==> src/rtl/drum_trigger_queue.sv <==
// drum_trigger_queue
// Buffers classified drum hits in a small FIFO and hands them to the SPI slave
// one at a time. The next command goes out only after the previous one has been
// acknowledged or has timed out. A per-drum holdoff counter suppresses sensor
// bounce. Sticky status flags report dropped hits and discarded commands.

module drum_trigger_queue #(
   parameter int DEPTH          = 8,
   parameter int NUM_DRUMS      = 8,
   parameter int HOLDOFF_CYCLES = 500000,
   parameter int ACK_TIMEOUT    = 2000000
) (
   input  logic                     clk,
   input  logic                     rst_n,
   input  logic                     hit_valid,
   input  logic [3:0]               hit_code,
   output logic                     drum_trigger_valid,
   output logic [3:0]               drum_code,
   input  logic                     command_sent,
   input  logic                     status_clr,
   output logic [$clog2(DEPTH):0]   queue_count,
   output logic                     overflow,
   output logic                     ack_timeout
);

   localparam int PW = $clog2(DEPTH);
   localparam int CW = PW + 1;
   localparam int HW = (HOLDOFF_CYCLES > 0) ? $clog2(HOLDOFF_CYCLES + 1) : 1;
   localparam int TW = (ACK_TIMEOUT > 1) ? $clog2(ACK_TIMEOUT) : 1;

   localparam logic [CW-1:0] FULL_COUNT = CW'(DEPTH);
   localparam logic [HW-1:0] HOLD_LOAD  = HW'(HOLDOFF_CYCLES);
   localparam logic [TW-1:0] TIMER_LAST = TW'(ACK_TIMEOUT - 1);

   typedef enum logic {
      IDLE     = 1'b0,
      WAIT_ACK = 1'b1
   } state_t;

   state_t            r_state;
   state_t            w_nextState;

   logic [3:0]        r_mem [DEPTH];
   logic [PW-1:0]     r_wrPtr;
   logic [PW-1:0]     r_rdPtr;
   logic [CW-1:0]     r_count;
   logic [HW-1:0]     r_holdoff [16];
   logic [TW-1:0]     r_timer;
   logic              r_valid;
   logic [3:0]        r_code;
   logic              r_overflow;
   logic              r_ackTimeout;

   logic              w_empty;
   logic              w_full;
   logic              w_codeOk;
   logic              w_holdBusy;
   logic              w_candidate;
   logic              w_pop;
   logic              w_push;
   logic              w_overflowSet;
   logic              w_ackTimeoutSet;
   logic              w_timerExpired;

   assign w_empty        = (r_count == '0);
   assign w_full         = (r_count == FULL_COUNT);
   assign w_codeOk       = (int'(hit_code) < NUM_DRUMS);
   assign w_holdBusy     = (r_holdoff[hit_code] != '0);
   assign w_timerExpired = (r_timer == TIMER_LAST);

   // A hit that survives the code and holdoff filters either enters the FIFO or, when full with no room freed this edge, is lost.
   assign w_candidate    = hit_valid && w_codeOk && !w_holdBusy;
   assign w_push         = w_candidate && (!w_full || w_pop);
   assign w_overflowSet  = w_candidate && w_full && !w_pop;

   // Dispatch state register; reset abandons any outstanding command.
   always_ff @(posedge clk or negedge rst_n) begin
      if (!rst_n) begin
         r_state <= IDLE;
      end else begin
         r_state <= w_nextState;
      end
   end

   // Issue when idle with queued work; leave WAIT_ACK on ack or timer expiry.
   always_comb begin
      w_nextState = r_state;
      case (r_state)
         IDLE: begin
            if (!w_empty) begin
               w_nextState = WAIT_ACK;
            end
         end
         WAIT_ACK: begin
            if (command_sent || w_timerExpired) begin
               w_nextState = IDLE;
            end
         end
         default: w_nextState = IDLE;
      endcase
   end

   // Decode the per-state actions: pop-and-issue from IDLE, timeout report from WAIT_ACK (an ack on the expiry edge wins).
   always_comb begin
      w_pop           = 1'b0;
      w_ackTimeoutSet = 1'b0;
      case (r_state)
         IDLE:     w_pop           = !w_empty;
         WAIT_ACK: w_ackTimeoutSet = w_timerExpired && !command_sent;
         default:  w_pop           = 1'b0;
      endcase
   end

   // Acknowledge timer restarts from zero on every issue and counts while waiting.
   always_ff @(posedge clk or negedge rst_n) begin
      if (!rst_n) begin
         r_timer <= '0;
      end else if (w_pop) begin
         r_timer <= '0;
      end else if (r_state == WAIT_ACK) begin
         r_timer <= r_timer + 1'b1;
      end
   end

   // FIFO storage needs no reset; the pointers and count define what is valid.
   always_ff @(posedge clk) begin
      if (w_push) begin
         r_mem[r_wrPtr] <= hit_code;
      end
   end

   // FIFO pointers wrap naturally at DEPTH; the count tracks occupancy after each edge.
   always_ff @(posedge clk or negedge rst_n) begin
      if (!rst_n) begin
         r_wrPtr <= '0;
         r_rdPtr <= '0;
         r_count <= '0;
      end else begin
         if (w_push) begin
            r_wrPtr <= r_wrPtr + 1'b1;
         end
         if (w_pop) begin
            r_rdPtr <= r_rdPtr + 1'b1;
         end
         case ({w_push, w_pop})
            2'b10:   r_count <= r_count + 1'b1;
            2'b01:   r_count <= r_count - 1'b1;
            default: r_count <= r_count;
         endcase
      end
   end

   // Holdoff counters arm only on an accepted hit and otherwise bleed down to zero.
   always_ff @(posedge clk or negedge rst_n) begin
      if (!rst_n) begin
         for (int i = 0; i < 16; i++) begin
            r_holdoff[i] <= '0;
         end
      end else begin
         for (int i = 0; i < 16; i++) begin
            if (w_push && (hit_code == 4'(i))) begin
               r_holdoff[i] <= HOLD_LOAD;
            end else if (r_holdoff[i] != '0) begin
               r_holdoff[i] <= r_holdoff[i] - 1'b1;
            end
         end
      end
   end

   // Issue pulse lasts one cycle; the code stays put until the next issue.
   always_ff @(posedge clk or negedge rst_n) begin
      if (!rst_n) begin
         r_valid <= 1'b0;
         r_code  <= '0;
      end else begin
         r_valid <= w_pop;
         if (w_pop) begin
            r_code <= r_mem[r_rdPtr];
         end
      end
   end

   // Sticky flags: clear first so that a set on the same edge overrides it.
   always_ff @(posedge clk or negedge rst_n) begin
      if (!rst_n) begin
         r_overflow   <= 1'b0;
         r_ackTimeout <= 1'b0;
      end else begin
         if (status_clr) begin
            r_overflow   <= 1'b0;
            r_ackTimeout <= 1'b0;
         end
         if (w_overflowSet) begin
            r_overflow <= 1'b1;
         end
         if (w_ackTimeoutSet) begin
            r_ackTimeout <= 1'b1;
         end
      end
   end

   assign drum_trigger_valid = r_valid;
   assign drum_code          = r_code;
   assign queue_count        = r_count;
   assign overflow           = r_overflow;
   assign ack_timeout        = r_ackTimeout;

endmodule

==> config.mk <==
export PLATFORM = sky130hd
export DESIGN_NAME = drum_trigger_queue
export DESIGN_NICKNAME = d
export VERILOG_FILES = /design/src/rtl/drum_trigger_queue.sv
export SDC_FILE = /design/constraint.sdc
export NUM_CORES = 1
export LEC_CHECK = 0
export ABC_CLOCK_PERIOD_IN_PS = 5200
export CELL_PAD_IN_SITES_DETAIL_PLACEMENT = 2
export CELL_PAD_IN_SITES_GLOBAL_PLACEMENT = 2
export CORE_MARGIN = 5
export CORE_UTILIZATION = 43
export DETAILED_ROUTE_END_ITERATION = 12
export PLACE_DENSITY = 0.86
export SLEW_MARGIN = 20
export SYNTH_ARGS = -nofsm -noshare
export SYNTH_HDL_FRONTEND = slang
export SYNTH_SLANG_ARGS = --single-unit
export TNS_END_PERCENT = 30
==> constraint.sdc <==
create_clock -name clk -period 5.2 [get_ports clk]
set_clock_uncertainty 0.05 [all_clocks]
set_input_delay 1.04 -clock clk [delete_from_list [all_inputs] [get_ports clk]]
set_output_delay 1.04 -clock clk [all_outputs]
set_load 0.01 [all_outputs]
==> results of run 1 <==
==> cells in the mapped netlist, types with 4 or more instances <==
cell type  instances  area (µm²)
a21o_1             5       37.54
a21oi_1           17       85.08
a22o_1             5       43.79
a31oi_1            4       25.02
and3_1            12       75.07
and4_1             6       52.55
buf_2              4       20.02
clkbuf_1          16       60.06
dfrtp_1          191        4780
edfxtp_1          32       960.9
ha_1              13       162.7
inv_1             34       127.6
mux2i_1           15       150.1
mux4_2            10       225.2
nand2_1          136       510.5
nand2b_1           6       37.54
nand3_1           32       160.2
nand4_1           18       112.6
nor2_1           132       495.5
nor2b_1            7       43.79
nor3_1            49       245.2
nor3b_1            7       52.55
nor4_1            36       225.2
nor4_4             6       127.6
nor4b_1           12       105.1
o211ai_1           8       60.06
o21ai_0           33       165.2
o22ai_1            5       31.28
o31ai_1           13       97.59
o41ai_1            8       70.07
or2_2              5       31.28
or3_1             20       125.1
or4_1             13       97.59
xnor2_1           83       727.0
xor2_1            36       315.3
==> sequential cells by signal (all words and copies together) (netlist names) <==
| register | flops |
|---|---|
| r_timer | 21 |
| r_mem | 32 |
| queue_count | 4 |
| r_wrPtr | 3 |
| drum_code | 4 |
| r_state | 1 |
| overflow | 1 |
| drum_trigger_valid | 1 |
| r_rdPtr | 3 |
| ack_timeout | 1 |
| r_holdoff | 152 |
==> stage by stage <==
step           instance area, µm²  hold WS, ns  worst slack [ns]
4_1_cts                     12590       0.4370            0.6628
3_5_place_dp                11710       0.4252            0.2539
5_1_grt                     12600       0.4656            0.5102
3_3_place_gp                11710       0.4081            0.4406
2_1_floorplan               11100       0.3930             1.280
6_report                    12600       0.4337            0.5972
==> how the worst min path moves through the flow <==
stage	to	cells past startpoint	startpoint	slack, ns
finish	r_holdoff[280]	1	r_holdoff[280]	0.43
global route	r_holdoff[297]	1	r_holdoff[297]	0.47
CTS	r_holdoff[280]	1	r_holdoff[280]	0.44
detailed placement	r_holdoff[280]	1	r_holdoff[280]	0.43
global placement	r_holdoff[280]	1	r_holdoff[280]	0.41
floorplan	r_holdoff[280]	1	r_holdoff[280]	0.39
==> per-layer routing <==
layer  up-vias  part of all wire, %  routed length [µm]
met5         -                0.034                  13
met4         2                  4.5                1714
met3       114                  4.2                1591
met2       239                   51               19040
met1      4650                   41               15340
li1       3924                    -                   -
==> logic make-up (layout without fill, tap and decap cells) <==
group	count (synthesis)	in the layout	share of synthesized area (%)
AOI/OAI and AO/OA	119	119	7.369
xor gates and xnor gates	119	119	9.386
adders and majority gates	14	14	1.645
buffers and inverters	62	115	2.242
DFF	223	223	51.70
muxes	29	29	3.786
and+or+nand+nor	514	514	23.88
==> power by group through the flow <==
stage | sequential [mW] | combinational (mW) | clock, mW
2_1_floorplan | 2.31 | 0.696 | 0
3_3_place_gp | 2.45 | 0.885 | 0
3_5_place_dp | 2.48 | 0.974 | 0
4_1_cts | 2.47 | 1.03 | 1.93
5_1_grt | 2.52 | 1.11 | 2.01
6_report | 2.49 | 1.02 | 1.90
==> critical path: cells and delay by family <==
family,cells,cell delay [ns]
AND/OR/NAND/NOR,3,0.37
multiplexers,1,0.30
buffers and inverters,4,0.95
adder cells (fa/ha/maj),1,0.28
AO/OA/AOI/OAI,6,2.07
==> placed cells by master, fill, tap and decap left out, types with 7 or more instances in the layout <==
cell and instances:
xnor2_1 83, nor3_1 49, nand2_1 136, nor2_1 132, dfrtp_1 191, ha_1 13, clkbuf_8 10, nor3b_1 7
or4_1 13, o41ai_1 7, o31ai_1 13, or3_1 20, nor4_1 36, mux4_2 10, edfxtp_1 32, inv_1 34
o211ai_1 8, mux2i_1 15, and3_1 12, buf_4 10, nor4b_1 12, clkbuf_1 7, o21ai_0 33, xor2_1 36
clkdlybuf4s50_1 17, a21oi_1 17, nand4_1 18, nor2b_1 7, nand3_1 32, clkbuf_16 27
==> final cells by class <==
cell class	instances	area (µm²)	share of cell area, %
sequential	223	5741	45.55
multi-input combinational	795	5122	40.65
clock buffer	43	825.8	6.553
tap	330	412.9	3.276
timing repair buffer	31	304.0	2.413
inverter	36	135.1	1.072
clock inverter	5	61.31	0.4865
==> results.md, run 1 <==
- Period utilization: 88.51%
- Number of clock sinks: 223
- DR iter-0 viols: 489
- Worst reg2reg path endpoint: queue_count[3]
- Static Leak: 4.717 nW
- Post-layout min period: 4.603 ns
- Setup slack, reg-to-reg: 0.78 ns
- Fmax: 0.2173 GHz
- Crit path launch: hit_code[1]
- Syn Area/Cell: 10.28 µm²
- Synth warnings: 0
- Post-synth EDFFs: 32
- Core box area: 25330 µm²
- GR Util met2: 46.37%
- Initial antenna violation count: 1
- Seq/Total Area, Yosys: 51.70%
- Die Footprint: 29140 µm²
- Syn Nets: 1103
- Crit Path Class: in -> reg
- RSZ-0062 raised after global routing: no
- Final WL: 37700 µm
- Max VDD drop: 0.0002935 V
- Clk buf depth: 3
- Final std cells w/o fill: 1463
- PortBufs: 19
- GR Util met1: 32.46%
- Clk_lat worst skew: 0.55 ns
- Share of cells above drive strength 1: 8.032%
- Worst-path clk slew: 0.06 ns
- Final core utilization: 49.76%
- Critical Path RT: 5.63 ns
- Final net count: 1136
- Root Buffer: clkbuf_16
- Most numerous cell on the critical path: nand3_1
- Power density cells: 429.2 nW/µm²
- # hold bufs at CTS: 0
- Final Hold Fails: 0
- Worst slew pin tran: 1.011 ns
- Busiest grt layer: met2
- Cell count after synthesis: 1080
- Fillcell total: 2567
- Post-Place Cells: 1415
- Die H: 170.7 µm
- NetSw: 1.804 mW
- Int Pwr: 3.605 mW
- Die width: 170.7 µm
- First-pass GRT wire length: 60460 µm
- Total power: 5.409 mW
- Post-CTS Setup Bufs: 0
- Crit start category: input port
- Dpl hpwl: 24000 µm
- FF-to-FF path depth: 13
- Combinational power share: 18.9%
- I/O pin count: 20
- Crit path DAT: 5.03 ns
- Gr usage total: 26.40%
- CTS Buf Count: 26
- Setup violators final: 0
- Starting density of the core: 43.84%
- Yosys reg bits: 223
- CP max stage cell: clkdlybuf4s50_1
- RePlAce Congestion: 0.7950
- Site Rows: 58
- Post-CTS resize count: 0
- Pin count of the biggest net entering global routing: 109
- Post-synthesis cell type count: 69
- ANT cells: 0
- Share of synthesized flip-flops with an asynchronous set or reset: 85.65%
- Worst Setup End Kind: flop
- Critical-path cell list: clkdlybuf4s50_1 -> buf_12 -> inv_2 -> o41ai_1 -> a31oi_1 -> a2111o_1 -> a211o_4 -> nand2_1 -> inv_1 -> ha_1 -> a21o_1 -> a21oi_1 -> nand3_1 -> mux2_1 -> nand3_1
- Number of remaining DRC errors: 0
- GRT met3 Usage: 4.182%
- Net Sw Frac: 33.35%
- End of the critical path: queue_count[3]
- Via count: 8929
- Layout area overhead: 13.49%
- Max-cap violations: 0
- Vias in the first global route: 10.17k
- Gr ovfl total: 0
- Synth Flop Type: dfrtp_1
- Outcome: finished, final reports clean
- CTS tree: done
- H-tree levels: 1
- Max Slew Vio Count: 0
- Final setup TNS: 0 ns
- Crit Reg-Reg Startpoint: r_holdoff[200]
- Flop pwr share: 45.9%
- Max transition margin: 32.01%
- Crit-path max FO: 37
- Max incr delay on CP: 0.51 ns
- Wire length per cell: 25.77 µm
- Clock power share: 35.1%
- Synthesized area: 11100 µm²
- Antenna-violating nets left: 0
- Initial DRT Pass Iterations: 5
- Via density: 6.103
- Hold Crit Class: reg -> reg
No activity file was read; power rests on OpenSTA's default activity.
==> run 2, diff against run 1 <==
--- a/config.mk
+++ b/config.mk
@@ -5,13 +5,15 @@
 export SDC_FILE = /design/constraint.sdc
 export NUM_CORES = 1
 export LEC_CHECK = 0
+export ABC_AREA = 1
 export ABC_CLOCK_PERIOD_IN_PS = 5200
 export CELL_PAD_IN_SITES_DETAIL_PLACEMENT = 2
 export CELL_PAD_IN_SITES_GLOBAL_PLACEMENT = 2
 export CORE_MARGIN = 5
-export CORE_UTILIZATION = 43
+export CORE_UTILIZATION = 41
+export CTS_CLUSTER_DIAMETER = 60
 export DETAILED_ROUTE_END_ITERATION = 12
-export PLACE_DENSITY = 0.86
+export PLACE_DENSITY = 0.89
 export SLEW_MARGIN = 20
 export SYNTH_ARGS = -nofsm -noshare
 export SYNTH_HDL_FRONTEND = slang
==> run 2 against run 1 <==
  * Cell count grew 140%
  * First-iteration DRC count is 130% higher
  * Sequential share of layout area is 4.1 points lower
  * Synthesized cell count is 150% higher
  * Design area grew 83%
  * Count of clock-buffer cells in the layout increased by 29
  * Worst hold slack lost 0.0050 ns
  * Non-clock buffer count shrank 1
  * Combinational power up 120%
  * Utilization decreased by 3.6 points
  * Largest power group unchanged
  * Highest routed layer unchanged
==> results.md, run 2 <==
- Post-synth top area share: 41.79% (-1.3 points)
- Commonest non-fill, non-tap cell in the layout: nand2_1
- Worst Hold Depth: 1 (unchanged)
- Multi-input logic area: 9066 µm² (+77%)
- Top post-synthesis cells by area: dfrtp_1 (42%), nand2_1 (12%), inv_1 (8.1%)
- Worst-path clk slew: 0.06 ns (about the same)
- Wire length per cell: 25.00 µm (-3.0%)
- Layout area overhead: 12.05%
- Worst reg2reg path endpoint: r_mem[7][0]
- Dpl ws: 0.1889 ns (-0.06500 ns)
- Worst Hold Path EP: r_holdoff[131]
- Clk buf depth: 3 (unchanged)
- Max Slew Vio Count: 0 (unchanged)
- Hold_sp: r_holdoff[131]
- Post-layout min period: 4.703 ns (+0.1007 ns)
- Share of cells above drive strength 1: 4.439% (-3.6 points)
- Final Instance Area: 23020 µm² (+83%)
- Pin count of the biggest net entering global routing: 95 (-13%)
- Final WL: 86110 µm (+130%)
- Post-synthesis cell type count: 43 (-38%)
- Min Hold Slack: 0.4287 ns (-0.005021 ns)
- Gr usage total: 31.64% (+5.2 points)
- Crit path DAT: 4.88 ns (-0.15 ns)
- Max-cap violations: 0 (unchanged)
- Final std cells w/o fill: 3444 (+140%)
- Syn Nets: 2727 (+150%)
- Initial antenna violation count: 2 (+1)
- Static Leak: 12.25 nW (+160%)
- Sequential Area: 9544 µm² (+66%)
- Biggest registers after layout: r_holdoff: 304 flops, r_mem: 32 flops, r_timer: 21 flops
- Root Buffer: clkbuf_16
- Final setup TNS: 0 ns (unchanged)
- Share of synthesized flip-flops with an asynchronous set or reset: 91.47% (+5.8 points)
- Worst path top cell family by delay: simple AND/OR/NAND/NOR gates
- CTS tree: done
- # hold bufs at CTS: 0 (unchanged)
- Critical Path RT: 5.38 ns (-0.25 ns)
- Max transition margin: 28.68% (-3.3 points)
- Die Footprint: 54680 µm² (+88%)
- Worst Setup End Kind: flop
- PortBufs: 19 (unchanged)
- Crit Path Class: in -> reg
- Commonest non-fill, non-tap cells in the layout: nand2_1 (681), inv_1 (442), nor2_1 (370), dfrtp_1 (343), nand3_1 (153)
- Synthesized area: 20540 µm² (+85%)
- Ranking of synthesized cells by instance count: nand2_1 (681), inv_1 (442), nor2_1 (370), dfrtp_1 (343), nand3_1 (153)
- Number of clock sinks: 375 (+68%)
- Number of remaining DRC errors: 0 (unchanged)
- Final core utilization: 46.16% (-3.6 points)
- Worst path bufs/invs: 3 (-1)
- RSZ-0062 raised after global routing: no
- Via density: 5.631 (-7.7%)
- Post-Place Cells: 3354 (+140%)
- Worst slew pin tran: 1.066 ns (+0.05539 ns)
- Synth warnings: 0 (unchanged)
- Core box area: 49860 µm² (+97%)
- DR iter-0 viols: 1138 (+130%)
- Post-DP Area: 21440 µm² (+83%)
- Fillcell total: 5646 (+120%)
- Total power: 9.737 mW (+80%)
- Clk_lat worst skew: 0.62 ns (+0.07 ns)
- Cell count after synthesis: 2696 (+150%)
- Antenna-violating nets left: 0 (unchanged)
- Max incr delay on CP: 0.83 ns (+0.32 ns)
- Post-CTS resize count: 0 (unchanged)
- First-pass GRT wire length: 135400 µm (+120%)
- Dpl hpwl: 51700 µm (+120%)
- I/O pin count: 20 (unchanged)
- Period utilization: 90.45% (+1.9 points)
- Power density cells: 423.0 nW/µm² (-1.4%)
- Post-synth EDFFs: 32 (unchanged)
- Syn Area/Cell: 7.619 µm² (-26%)
- Outcome: finished, final reports clean
- Hold Crit Class: reg -> reg
- Crit-path max FO: 36 (-2.7%)
- Crit start category: input port
- H-tree levels: 2 (+1)
- Via count: 19.39k (+120%)
- Initial DRT Pass Iterations: 5 (unchanged)
- Crit Reg-Reg Startpoint: r_holdoff[165]
- RePlAce Congestion: 0.8292 (+4.3%)
- Gr ovfl total: 0 (unchanged)
- Setup slack, reg-to-reg: 1.56 ns (+0.78 ns)
- Max VDD drop: 0.0002441 V (-17%)
- Most numerous cell in the Yosys netlist: nand2_1
- CP max stage cell: nor3_1
- Most numerous cell on the critical path: nand2_1
- Synth Flop Type: dfrtp_1
- Final WS setup: 0.4966 ns (-0.1007 ns)
- Starting density of the core: 41.19% (-2.6 points)
- Final net count: 2763 (+140%)
- Leading area contributor after synthesis: dfrtp_1
- Die width: 233.8 µm (+37%)
- Post-CTS Setup Bufs: 0 (unchanged)
- Site Rows: 82 (+41%)
- Die H: 233.8 µm (+37%)
- Vias in the first global route: 22.44k (+120%)
- Final Hold Fails: 0 (unchanged)
- Seq/Total Area, Yosys: 46.46% (-5.2 points)
- Setup violators final: 0 (unchanged)
- Critical-path cell list: clkdlybuf4s50_1 -> buf_4 -> nor2_1 -> nand2_1 -> nand2_1 -> o21ai_0 -> nand2_1 -> nor2_1 -> nand3_1 -> nor2_4 -> nand2_4 -> inv_2 -> nand2_1 -> nor3_1
- Number of flip-flops in the largest register: 304 (+100%)
- Yosys reg bits: 375 (+68%)
- CTS Buf Count: 48 (+85%)
- FF-to-FF path depth: 15 (+2)
- Fmax: 0.2126 GHz (-2.1%)
- Largest reg by FF count: r_holdoff
==> run 2: cell types whose count changed after synthesis, sizes merged, moves of 38 or more <==
cell / previous run / this run
a21oi: 17 / 55
dfrtp: 191 / 343
inv: 35 / 445
nand2: 137 / 691
nand3: 32 / 153
nand4: 19 / 69
nor2: 132 / 376
o21ai: 35 / 90
xor2: 36 / 114
==> run 2: layout make-up <==
class,count,area share [%]
multi-input cells,1830,39.39
clock buffers,72,6.045
flip-flops and latches,375,41.47
diodes,1,0.01087
clock inverters,17,0.7937
inverters,447,7.290
repair buffers,30,1.348
well taps,672,3.653
==> run 2: worst reg2reg max path, stage by stage, from the launching register on <==
cell,delay [ns]
dfrtp_1,0.41
nor2_1,0.34
nand2_1,0.19
nand2_1,0.12
nand2_1,0.07
nor2_1,0.14
nand2_1,0.08
nand2_1,0.06
nand2_1,0.05
nor2_1,0.10
nand2_1,0.09
nor2_4,0.25
nand2_4,0.16
inv_2,0.15
nand2_1,0.17
nor3_1,0.83
==> run 2: worst max-delay path by stage <==
stage / start / end / cells past startpoint
floorplan: hit_code[1] / queue_count[3] / 22
global placement: hit_code[1] / queue_count[3] / 22
detailed placement: hit_code[1] / queue_count[3] / 22
CTS: hit_code[1] / r_mem[7][2] / 14
global route: hit_code[1] / queue_count[3] / 22
finish: hit_code[1] / r_mem[7][0] / 14
==> run 2: report_power, final <==
part | switching (mW) | total (mW) | internal (mW)
Sequential | 0.674 | 4.03 | 3.36
Clock | 1.47 | 3.47 | 2.00
Combinational | 1.54 | 2.23 | 0.691
==> run 2: per-layer routing <==
metal	GRT usage, %	vias to the layer above	wire length, µm
met3	5.763	268	3387
met1	36.58	10130	34170
met5	0	-	13
met4	14.46	2	4428
met2	56.99	478	44110
li1	-	8514	-
==> run 2: logic make-up (layout without fill, tap and decap cells) <==
| family | count (synthesis) | in the layout | synth area share (%) |
|---|---|---|---|
| AND/OR/NAND/NOR | 1441 | 1441 | 30.00 |
| AO/OA/AOI/OAI | 180 | 180 | 4.769 |
| other | 0 | 1 | 0 |
| XOR/XNOR | 184 | 184 | 7.846 |
| buffers and inverters | 491 | 566 | 9.399 |
| multiplexers | 3 | 3 | 0.1462 |
| flip-flops | 375 | 375 | 46.46 |
| adder cells (fa/ha/maj) | 22 | 22 | 1.377 |
